**src/rtl/vga_stream_gen.sv**
```systemverilog
// Head of the VGA text-overlay pipeline: 800x600@72 timing, background fill,
// and a once-per-frame snapshot of a register value for tear-free display.
module vga_stream_gen #(
  parameter int   H_ACTIVE = 800,
  parameter int   H_FRONT  = 56,
  parameter int   H_SYNC   = 120,
  parameter int   H_BACK   = 64,
  parameter int   V_ACTIVE = 600,
  parameter int   V_FRONT  = 37,
  parameter int   V_SYNC   = 6,
  parameter int   V_BACK   = 23,
  parameter logic HS_POL   = 1'b1,
  parameter logic VS_POL   = 1'b1
) (
  input  logic        px_clk,
  input  logic        reset_n,
  input  logic [2:0]  bg_i,
  input  logic [15:0] reg_i,
  output logic [25:0] strRGB_o,
  output logic [15:0] reg_o,
  output logic        frame_tick_o,
  output logic [7:0]  frame_cnt_o
);

  localparam int H_TOTAL = H_ACTIVE + H_FRONT + H_SYNC + H_BACK;
  localparam int V_TOTAL = V_ACTIVE + V_FRONT + V_SYNC + V_BACK;

  localparam logic [10:0] H_LAST    = 11'(H_TOTAL - 1);
  localparam logic [10:0] H_ACT_END = 11'(H_ACTIVE);
  localparam logic [10:0] HS_START  = 11'(H_ACTIVE + H_FRONT);
  localparam logic [10:0] HS_END    = 11'(H_ACTIVE + H_FRONT + H_SYNC);
  localparam logic [9:0]  V_LAST    = 10'(V_TOTAL - 1);
  localparam logic [9:0]  V_ACT_END = 10'(V_ACTIVE);
  localparam logic [9:0]  VS_START  = 10'(V_ACTIVE + V_FRONT);
  localparam logic [9:0]  VS_END    = 10'(V_ACTIVE + V_FRONT + V_SYNC);

  logic [10:0] h_q, h_d;
  logic [9:0]  v_q, v_d;
  logic [25:0] str_q, str_d;
  logic [15:0] reg_q, reg_d;
  logic        tick_q, tick_d;
  logic [7:0]  cnt_q, cnt_d;
  logic        active, hs_on, vs_on, frame_start;

  always_comb begin
    h_d = h_q + 11'd1;
    v_d = v_q;
    if (h_q == H_LAST) begin
      h_d = '0;
      v_d = (v_q == V_LAST) ? '0 : v_q + 10'd1;
    end

    active      = (h_q < H_ACT_END) && (v_q < V_ACT_END);
    hs_on       = (h_q >= HS_START) && (h_q < HS_END);
    vs_on       = (v_q >= VS_START) && (v_q < VS_END);
    frame_start = (h_q == '0) && (v_q == '0);

    // XC deliberately keeps only h[9:0]; blanking columns alias but are never drawn.
    str_d = {active ? bg_i : 3'b000, h_q[9:0], v_q,
             hs_on ? HS_POL : ~HS_POL, vs_on ? VS_POL : ~VS_POL, active};

    tick_d = frame_start;
    cnt_d  = frame_start ? cnt_q + 8'd1 : cnt_q;
    reg_d  = ((h_q == '0) && (v_q == V_ACT_END)) ? reg_i : reg_q;
  end

  // NOTE: state updates use <= only; all next-state logic lives in the always_comb
  // above so every flop has exactly one driver and no latch can be inferred.
  always_ff @(posedge px_clk or negedge reset_n) begin
    if (!reset_n) begin
      h_q    <= '0;
      v_q    <= '0;
      str_q  <= '0;
      reg_q  <= '0;
      tick_q <= 1'b0;
      cnt_q  <= '0;
    end else begin
      h_q    <= h_d;
      v_q    <= v_d;
      str_q  <= str_d;
      reg_q  <= reg_d;
      tick_q <= tick_d;
      cnt_q  <= cnt_d;
    end
  end

  assign strRGB_o     = str_q;
  assign reg_o        = reg_q;
  assign frame_tick_o = tick_q;
  assign frame_cnt_o  = cnt_q;

endmodule

```
**config.mk**
```make
export PLATFORM = sky130hd
export DESIGN_NAME = vga_stream_gen
export DESIGN_NICKNAME = d
export VERILOG_FILES = /design/src/rtl/vga_stream_gen.sv
export SDC_FILE = /design/constraint.sdc
export NUM_CORES = 1
export LEC_CHECK = 0
export ABC_CLOCK_PERIOD_IN_PS = 3600
export CORE_MARGIN = 1.5
export CORE_UTILIZATION = 32
export CTS_BUF_LIST = sky130_fd_sc_hd__clkbuf_8
export DETAILED_ROUTE_END_ITERATION = 16
export GPL_ROUTABILITY_DRIVEN = 0
export HOLD_SLACK_MARGIN = 0.15
export PLACE_DENSITY = 0.57
export SLEW_MARGIN = 20
export SYNTH_ARGS = -nofsm -noshare
export SYNTH_HDL_FRONTEND = slang
export SYNTH_SLANG_ARGS = --single-unit
```
**constraint.sdc**
```tcl
create_clock -name px_clk -period 3.6 [get_ports px_clk]
set_clock_uncertainty 0.15 [all_clocks]
set_input_delay 0.72 -clock px_clk [delete_from_list [all_inputs] [get_ports px_clk]]
set_output_delay 0.72 -clock px_clk [all_outputs]
set_load 0.03 [all_outputs]
```
# Word-level counts from Yosys, hierarchy flattened
# Cells that the tools add are included.
# op_classes
magnitude_cmp	6
eq_ne	3
addsub	3
reduce_logical	7
muxes	5
# op_table
cell	count
11-bit by 10-bit < comparator with 1-bit output (second input constant)	2
10-bit equality test (second input constant)	2
10-bit < comparator (second input constant)	2
11-bit by 1-bit adder with 11-bit output (second input constant)	1
11-bit equality test (second input constant)	1
11-bit by 10-bit >= comparator with 1-bit output (second input constant)	1
11-bit logical NOT	1
11-bit two-way mux	1
10-bit by 1-bit adder with 10-bit output (second input constant)	1
10-bit >= comparator (second input constant)	1
10-bit logical NOT	1
10-bit two-way mux	1
8-bit by 1-bit adder with 8-bit output (second input constant)	1
1-bit logical AND	5
3-bit two-way mux	1
1-bit two-way mux	2
# totals
output_inout_bits	51
elab_cells	30
ff_bits	72

# Longest topological paths before layout
# Gate-level depths: netlist of the first run.
# logic_depth
word_depth	3
ltp_mapped	9
ltp_nobuf	6

# Worst setup path before layout of the first run
# No wires, ideal clock.
# synth_timing
path_type	flip-flop to flip-flop
startpoint	reg h_q[4]
endpoint	reg reg_q[10], in the netlist reg_o[10]
setup_slack_ns	1.423
t_arrival_ns	1.902
stages_incl_launch_ff	9
required_ns	3.325
path_cell_list	dfrtp_1 buf_6 nor4_4 and4_1 buf_4 and4_1 buf_6 buf_12 mux2_4
# synth_via
elab_chain_cells	2
# synth_rtl
item	line_no	source
start, declared	37	logic [10:0] h_q, h_d;
start signal, assigned	71	h_q <= '0;
start signal, assigned	78	h_q <= h_d;
11-bit logical NOT	64	reg_d = ((h_q == '0) && (v_q == V_ACT_END)) ? reg_i : reg_q;
1-bit logical AND	64	
end signal, assigned	81	reg_q <= reg_d;
end, declared	40	logic [15:0] reg_q, reg_d;
# No other way between the ends.
# A chain may end at the register's enable or synchronous reset.

# Final worst setup path of the first run
# layout_timing
startpoint	reg h_q[4]
endpoint	reg reg_q[3], in the netlist reg_o[3]
# Same word-level chain as after synthesis.

==> results of run 1 <==
routing by layer:
layer	part of all wire [%]	track usage, %	vias up
li1	-	-	967
met1	50	19.3	1004
met2	43	18.7	62
met3	5.0	3.44	5
met4	1.2	6.18	0
met5	0	0	-
cells by family (layout without fill, tap and decap cells):
group	count (synthesis)	in the layout	share of synthesized area [%]
AOI/OAI and AO/OA	25	25	5.45
xor gates and xnor gates	16	16	4.69
adders and majority gates	7	7	2.93
buffers and inverters	19	97	3.73
DFF	72	72	60.4
muxes	18	18	8.05
and+or+nand+nor	76	76	14.8
cell type report:
type / instances / area, sq um
Timing Repair Buffer: 74 / 728
Sequential cell: 72 / 1800
Inverter: 7 / 26.3
Multi-Input combinational cell: 142 / 1070
Fill cell: 844 / 5200
Tap cell: 111 / 139
Clock buffer: 12 / 165
Clock inverter: 4 / 20.0
how the worst min path moves through the flow:
stage                       start                endpoint  slack, ns  cells after the start
2_1_floorplan  v_q[7]$_DFFE_PN0N_  strRGB_o[10]$_DFF_PN0_       0.20                      0
6_report         h_q[1]$_DFF_PN0_  strRGB_o[14]$_DFF_PN0_       0.29                      0
3_3_place_gp   v_q[1]$_DFFE_PN0N_   strRGB_o[4]$_DFF_PN0_       0.27                      0
4_1_cts          h_q[1]$_DFF_PN0_  strRGB_o[14]$_DFF_PN0_       0.29                      0
5_1_grt        v_q[1]$_DFFE_PN0N_   strRGB_o[4]$_DFF_PN0_       0.32                      0
3_5_place_dp     h_q[1]$_DFF_PN0_  strRGB_o[14]$_DFF_PN0_       0.28                      0
synthesized netlist by cell type, drive strengths merged (5+ instances only):
| library cell | n | area share [%] |
|---|---|---|
| o21ai | 6 | 1.0 |
| nand4 | 7 | 1.5 |
| and4 | 6 | 1.8 |
| mux2 | 18 | 8.0 |
| and2 | 6 | 1.3 |
| a21oi | 5 | 0.84 |
| buf | 6 | 2.1 |
| inv | 7 | 0.88 |
| xnor2 | 14 | 4.1 |
| nand2 | 12 | 1.5 |
| clkbuf | 6 | 0.75 |
| ha | 7 | 2.9 |
| dfrtp | 72 | 60 |
| and3 | 10 | 2.1 |
| nor3 | 5 | 0.84 |
| nor2 | 9 | 1.1 |
| nand3 | 10 | 1.7 |
where the power goes:
group          switching, mW  leakage, nW  internal, mW
registers           0.000417        0.965         0.810
clock network          0.286        0.101         0.301
logic                 0.0225        0.712        0.0235
sequential cells by signal (all words and copies together) (netlist names):
signal / count
frame_tick_o: 1
frame_cnt_o: 8
v_q: 10
reg_o: 16
h_q: 11
strRGB_o: 26
worst reg2reg max path: stages, from the launching register on:
cell and delay [ns]:
dfrtp_1 0.51, nor4_4 0.41, and4_1 0.42, and4_1 0.23, buf_4 0.28, mux2_2 0.38
through the flow:
stage | instances | utilization, %
3_5_place_dp | 406 | 41.2
2_1_floorplan | 233 | -
5_1_grt | 422 | 43.2
4_1_cts | 422 | 43.2
6_report | 422 | 43.2
3_3_place_gp | 406 | 41.2
==> results.sh, run 1 <==
export IMPL_layout_cells_most_common="dfrtp_1"
export IMPL_r2r_start="h_q[4]$_DFF_PN0_"
export IMPL_endpoint_kind="register"
export IMPL_grt_pass1_vias=2007
export IMPL_cts_sinks=72
export IMPL_report_power_total_mw=1.44
export IMPL_r2r_end="reg_o[3]$_DFFE_PN0P_"
export IMPL_ys_seq_elements=72
export IMPL_max_slew_margin_pct=24.9
export IMPL_overflow=0
export IMPL_layout_common_cells="dfrtp_1, clkdlybuf4s50_1, xnor2_1"
export IMPL_worstSetupPathDepth=5
export IMPL_wl_per_cell_um=14.9
export IMPL_crit_path_start_kind="register"
export IMPL_cp_max_fo=16
export IMPL_fmax_ghz=0.401
export IMPL_cts_buffer_depth=2
export IMPL_post_cts_resized=0
export IMPL_ioPinCount=72
export IMPL_drtAntennaViolNets=0
export IMPL_start_util_pct=32.6
export IMPL_routed_wl_um=6300
export IMPL_vias_per_cell=4.83
export IMPL_synthCells=233
export IMPL_powerDensity_mw_per_mm2=365
export IMPL_rsz0062_at_grt="false"
export IMPL_slowest_delay_ns=0.51
export IMPL_finalCritPeriodShare_pct=69.2
export IMPL_synth_area_sq_mm=0.00299
export IMPL_rows=35
export IMPL_drv_slew=0
export IMPL_clkTransAtPathRegs_ns=0.07
export IMPL_final_hold_violation_count=0
export IMPL_async_flop_share_pct=100
export IMPL_critical_path_top_delay_family="simple AND/OR/NAND/NOR gates"
export IMPL_synth_edf_count=0
export IMPL_antenna_found_initial=0
export IMPL_grt_pass1_wl_um=10300
export IMPL_outcome="completed"
export IMPL_irDropWorstVdd_mv=0.152
export IMPL_numPortBuffers=71
export IMPL_cts_tree="yes"
export IMPL_crit_top_cell="and4_1"
export IMPL_htree_num_levels=3
export IMPL_cts_root_buf="clkbuf_8"
export IMPL_fin_area_sq_mm=0.00395
export IMPL_r2r_slack_ns=1.11
export IMPL_ys_flop_type="dfrtp_1"
export IMPL_finalNetCount=334
export IMPL_worstSetupEndpoint="reg_o[3]$_DFFE_PN0P_"
export IMPL_syn_nets=261
export IMPL_ys_warn_count=0
export IMPL_insertion_delay_ns=0.34
export IMPL_drcViolationCount=0
export IMPL_num_antenna_cells=0
export IMPL_dr_total_vias=2038
export IMPL_fp_coreArea_sq_mm=0.00915
export IMPL_hold_buffers=0
export IMPL_grt_max_degree=36
export IMPL_final_setup_worst_slack_ns=1.11
export IMPL_cp_num_buf_inv=1
export IMPL_setup_viol_count_final=0
export IMPL_cts_buffers=9
export IMPL_syn_to_final_growth_pct=32.4
export IMPL_place_area_sq_mm=0.00377
export IMPL_hold_ws_ns=0.291
export IMPL_drv_cap=0
export IMPL_r2r_cells=5
export IMPL_cp_arrival_ns=2.56
export IMPL_place_ws_ns=1.14
export IMPL_tightestPinTransition_ns=1.12
export IMPL_die_area_sq_mm=0.00992
export IMPL_yosysUniqueCellTypes=39
export IMPL_cts_setup_buffers=0
export IMPL_grt_usage_pct=13.4
export IMPL_hp_class="register to register"
export IMPL_min_period_ns=2.49
export IMPL_worstPathCellList="nor4_4 -> and4_1 -> and4_1 -> buf_4 -> mux2_2"
export IMPL_die_w_um=99.6
export IMPL_dp_hpwl_um=4320
export IMPL_p_leak_nw=1.78
export IMPL_first_pass_iters=4
export IMPL_critPathLaunch="h_q[4]$_DFF_PN0_"
export IMPL_ys_seq_area_share_pct=60.4
export IMPL_drive_gt1_share_pct=11.9
export IMPL_cp_data_required_time_ns=3.67
export IMPL_chipHeight_um=99.6
export IMPL_cp_slowest_cell="dfrtp_1"
export IMPL_first_iter_violations=119
export IMPL_postSynthAreaPerCell_sq_um=12.8
export IMPL_setup_tns_ns=0
export IMPL_critPathKind="register to register"
No activity file was read; power rests on OpenSTA's default activity.
==> run 2: changes to the inputs <==
--- a/config.mk
+++ b/config.mk
@@ -5,14 +5,14 @@
 export SDC_FILE = /design/constraint.sdc
 export NUM_CORES = 1
 export LEC_CHECK = 0
-export ABC_CLOCK_PERIOD_IN_PS = 3600
+export ABC_CLOCK_PERIOD_IN_PS = 2250
 export CORE_MARGIN = 1.5
 export CORE_UTILIZATION = 32
 export CTS_BUF_LIST = sky130_fd_sc_hd__clkbuf_8
 export DETAILED_ROUTE_END_ITERATION = 16
 export GPL_ROUTABILITY_DRIVEN = 0
 export HOLD_SLACK_MARGIN = 0.15
-export PLACE_DENSITY = 0.57
+export PLACE_DENSITY = 0.59
 export SLEW_MARGIN = 20
 export SYNTH_ARGS = -nofsm -noshare
 export SYNTH_HDL_FRONTEND = slang
==> constraint.sdc (replaced) <==
create_clock -name px_clk -period 2.25 [get_ports px_clk]
set_clock_uncertainty 0.15 [all_clocks]
set_input_delay 0.45 -clock px_clk [delete_from_list [all_inputs] [get_ports px_clk]]
set_output_delay 0.45 -clock px_clk [all_outputs]
set_load 0.03 [all_outputs]
==> run 2 against run 1 <==
Against the previous run: via count increased by 5.1%; utilization increased by 2.0 points; clock power is 67% higher; critical endpoint is now frame_cnt_o[0]; largest cell class unchanged.
==> results.sh, run 2 (synthesis gave the netlist of run 1 again) <==
export IMPL_outcome="completed"
export IMPL_setup_tns_ns=0
export IMPL_dp_hpwl_um=4400
export IMPL_numPortBuffers=71
export IMPL_cts_tree="yes"
export IMPL_insertion_delay_ns=0.35
export IMPL_fmax_ghz=0.474
export IMPL_irDropWorstVdd_mv=0.265
export IMPL_fillCellCount=854
export IMPL_cp_max_fo=6
export IMPL_layout_common_cells="dfrtp_1, clkdlybuf4s50_1, buf_4"
export IMPL_num_antenna_cells=0
export IMPL_cp_num_buf_inv=1
export IMPL_start_util_pct=32.6
export IMPL_drive_gt1_share_pct=17.3
export IMPL_rows=35
export IMPL_finalNetCount=354
export IMPL_critPathLaunch="frame_cnt_o[0]$_DFFE_PN0P_"
export IMPL_hp_start="h_q[1]$_DFF_PN0_"
export IMPL_layout_cells_most_common="dfrtp_1"
export IMPL_cts_root_buf="clkbuf_8"
export IMPL_endpoint_kind="primary output"
export IMPL_cp_data_required_time_ns=1.65
export IMPL_hold_ws_ns=0.284
export IMPL_first_pass_iters=4
export IMPL_worstPathCellList="clkdlybuf4s50_1"
export IMPL_drtAntennaViolNets=0
export IMPL_ioPinCount=72
export IMPL_die_w_um=99.6
export IMPL_chipHeight_um=99.6
export IMPL_overflow=0
export IMPL_cts_buffers=9
export IMPL_report_power_total_mw=2.35
export IMPL_finalCritPeriodShare_pct=93.8
export IMPL_cts_buffer_depth=2
export IMPL_dr_total_vias=2141
export IMPL_min_period_ns=2.11
export IMPL_final_hold_violation_count=0
export IMPL_crit_path_start_kind="register"
export IMPL_first_iter_violations=142
export IMPL_vias_per_cell=4.85
export IMPL_rsz0062_at_grt="false"
export IMPL_drv_slew=0
export IMPL_clkTransAtPathRegs_ns=0.07
export IMPL_setup_viol_count_final=0
export IMPL_grt_max_degree=73
export IMPL_powerDensity_mw_per_mm2=569
export IMPL_syn_to_final_growth_pct=38.4
export IMPL_largest_reg_flops=26
export IMPL_grt_pass1_wl_um=10500
export IMPL_wl_per_cell_um=14.3
export IMPL_r2r_start="h_q[4]$_DFF_PN0_"
export IMPL_cp_arrival_ns=1.51
export IMPL_grt_pass1_vias=2135
export IMPL_critPathKind="register to primary output"
export IMPL_tightestPinTransition_ns=0.490
export IMPL_critical_path_top_delay_family="buffers and inverters"
export IMPL_cts_sinks=72
export IMPL_cp_slowest_cell="clkdlybuf4s50_1"
export IMPL_antenna_found_initial=0
export IMPL_die_area_sq_mm=0.00992
export IMPL_p_leak_nw=1.89
export IMPL_slowest_delay_ns=0.72
export IMPL_hp_class="register to register"
export IMPL_drv_cap=0
export IMPL_max_slew_margin_pct=66.9
export IMPL_routed_wl_um=6300
export IMPL_fp_coreArea_sq_mm=0.00915
export IMPL_htree_num_levels=3
export IMPL_grt_usage_pct=13.7
export IMPL_drcViolationCount=0
run 2: cell types whose count changed in the layout (fill, tap and decap cells not counted):
cell / previous run / this run
buf_12: 0 / 2
buf_4: 3 / 20
clkbuf_8: 12 / 10
bufinv_16: 0 / 1
clkinvlp_4: 1 / 0
inv_1: 9 / 7
inv_2: 0 / 1
clkinv_2: 1 / 3
dlygate4sd3_1: 0 / 1
run 2: final timing paths:
kind                                              endpoint  cells after the start  slack (ns)
worst min-delay path                strRGB_o[14]$_DFF_PN0_                      0        0.28
worst max register to register        reg_o[3]$_DFFE_PN0P_                      5        0.16
max in group asynchronous           strRGB_o[18]$_DFF_PN0_                      3        1.15
worst max-delay path                        frame_cnt_o[0]                      1        0.14
min in group asynchronous       frame_cnt_o[7]$_DFFE_PN0P_                      3        0.50
worst min register to register      strRGB_o[14]$_DFF_PN0_                      0        0.28
run 2: what timing repair did:
item                                    4_1_cts  5_1_grt
hold buffers                                  1        0
endpoints found under the setup margin        0        4
gates resized for setup                       0        1
buffers inserted                              0        0
endpoints found under the hold margin        72        0
run 2: area by class of cell:
type | instances | area [sq um] | share of cell area [%]
clock buffer | 10 | 138 | 3.33
sequential | 72 | 1800 | 43.6
multi-input combinational | 142 | 1070 | 26.0
inverter | 7 | 26.3 | 0.636
tap | 111 | 139 | 3.36
clock inverter | 5 | 48.8 | 1.18
timing repair buffer | 94 | 906 | 21.9
run 2: per-layer routing:
layer	up-vias	track usage, %	share of wire, %	wire (um)
met5	-	0	0	0
met4	0	8.02	2.4	154
met3	14	3.30	5.8	365
met2	78	19.9	44	2750
met1	1047	18.6	48	3030
li1	1002	-	-	-
run 2: report_power, final:
group | switching [mW] | internal [mW] | total, mW
Clock | 0.454 | 0.526 | 0.980
Combinational | 0.0358 | 0.0400 | 0.0758
Sequential | 0.000748 | 1.30 | 1.30
Total | 0.490 | 1.86 | 2.35
run 2: metrics by stage:
stage / area (sq um) / utilization, % / setup slack, ns / instances
after global routing: 4130 / 45.1 / 0.0345 / 441
after global placement: 3940 / 43.0 / 0.182 / 425
final: 4130 / 45.1 / 0.140 / 441
after detailed placement: 3940 / 43.0 / 0.115 / 425
after CTS: 4130 / 45.1 / 0.101 / 441
after floorplan: 2990 / - / 0.0734 / 233
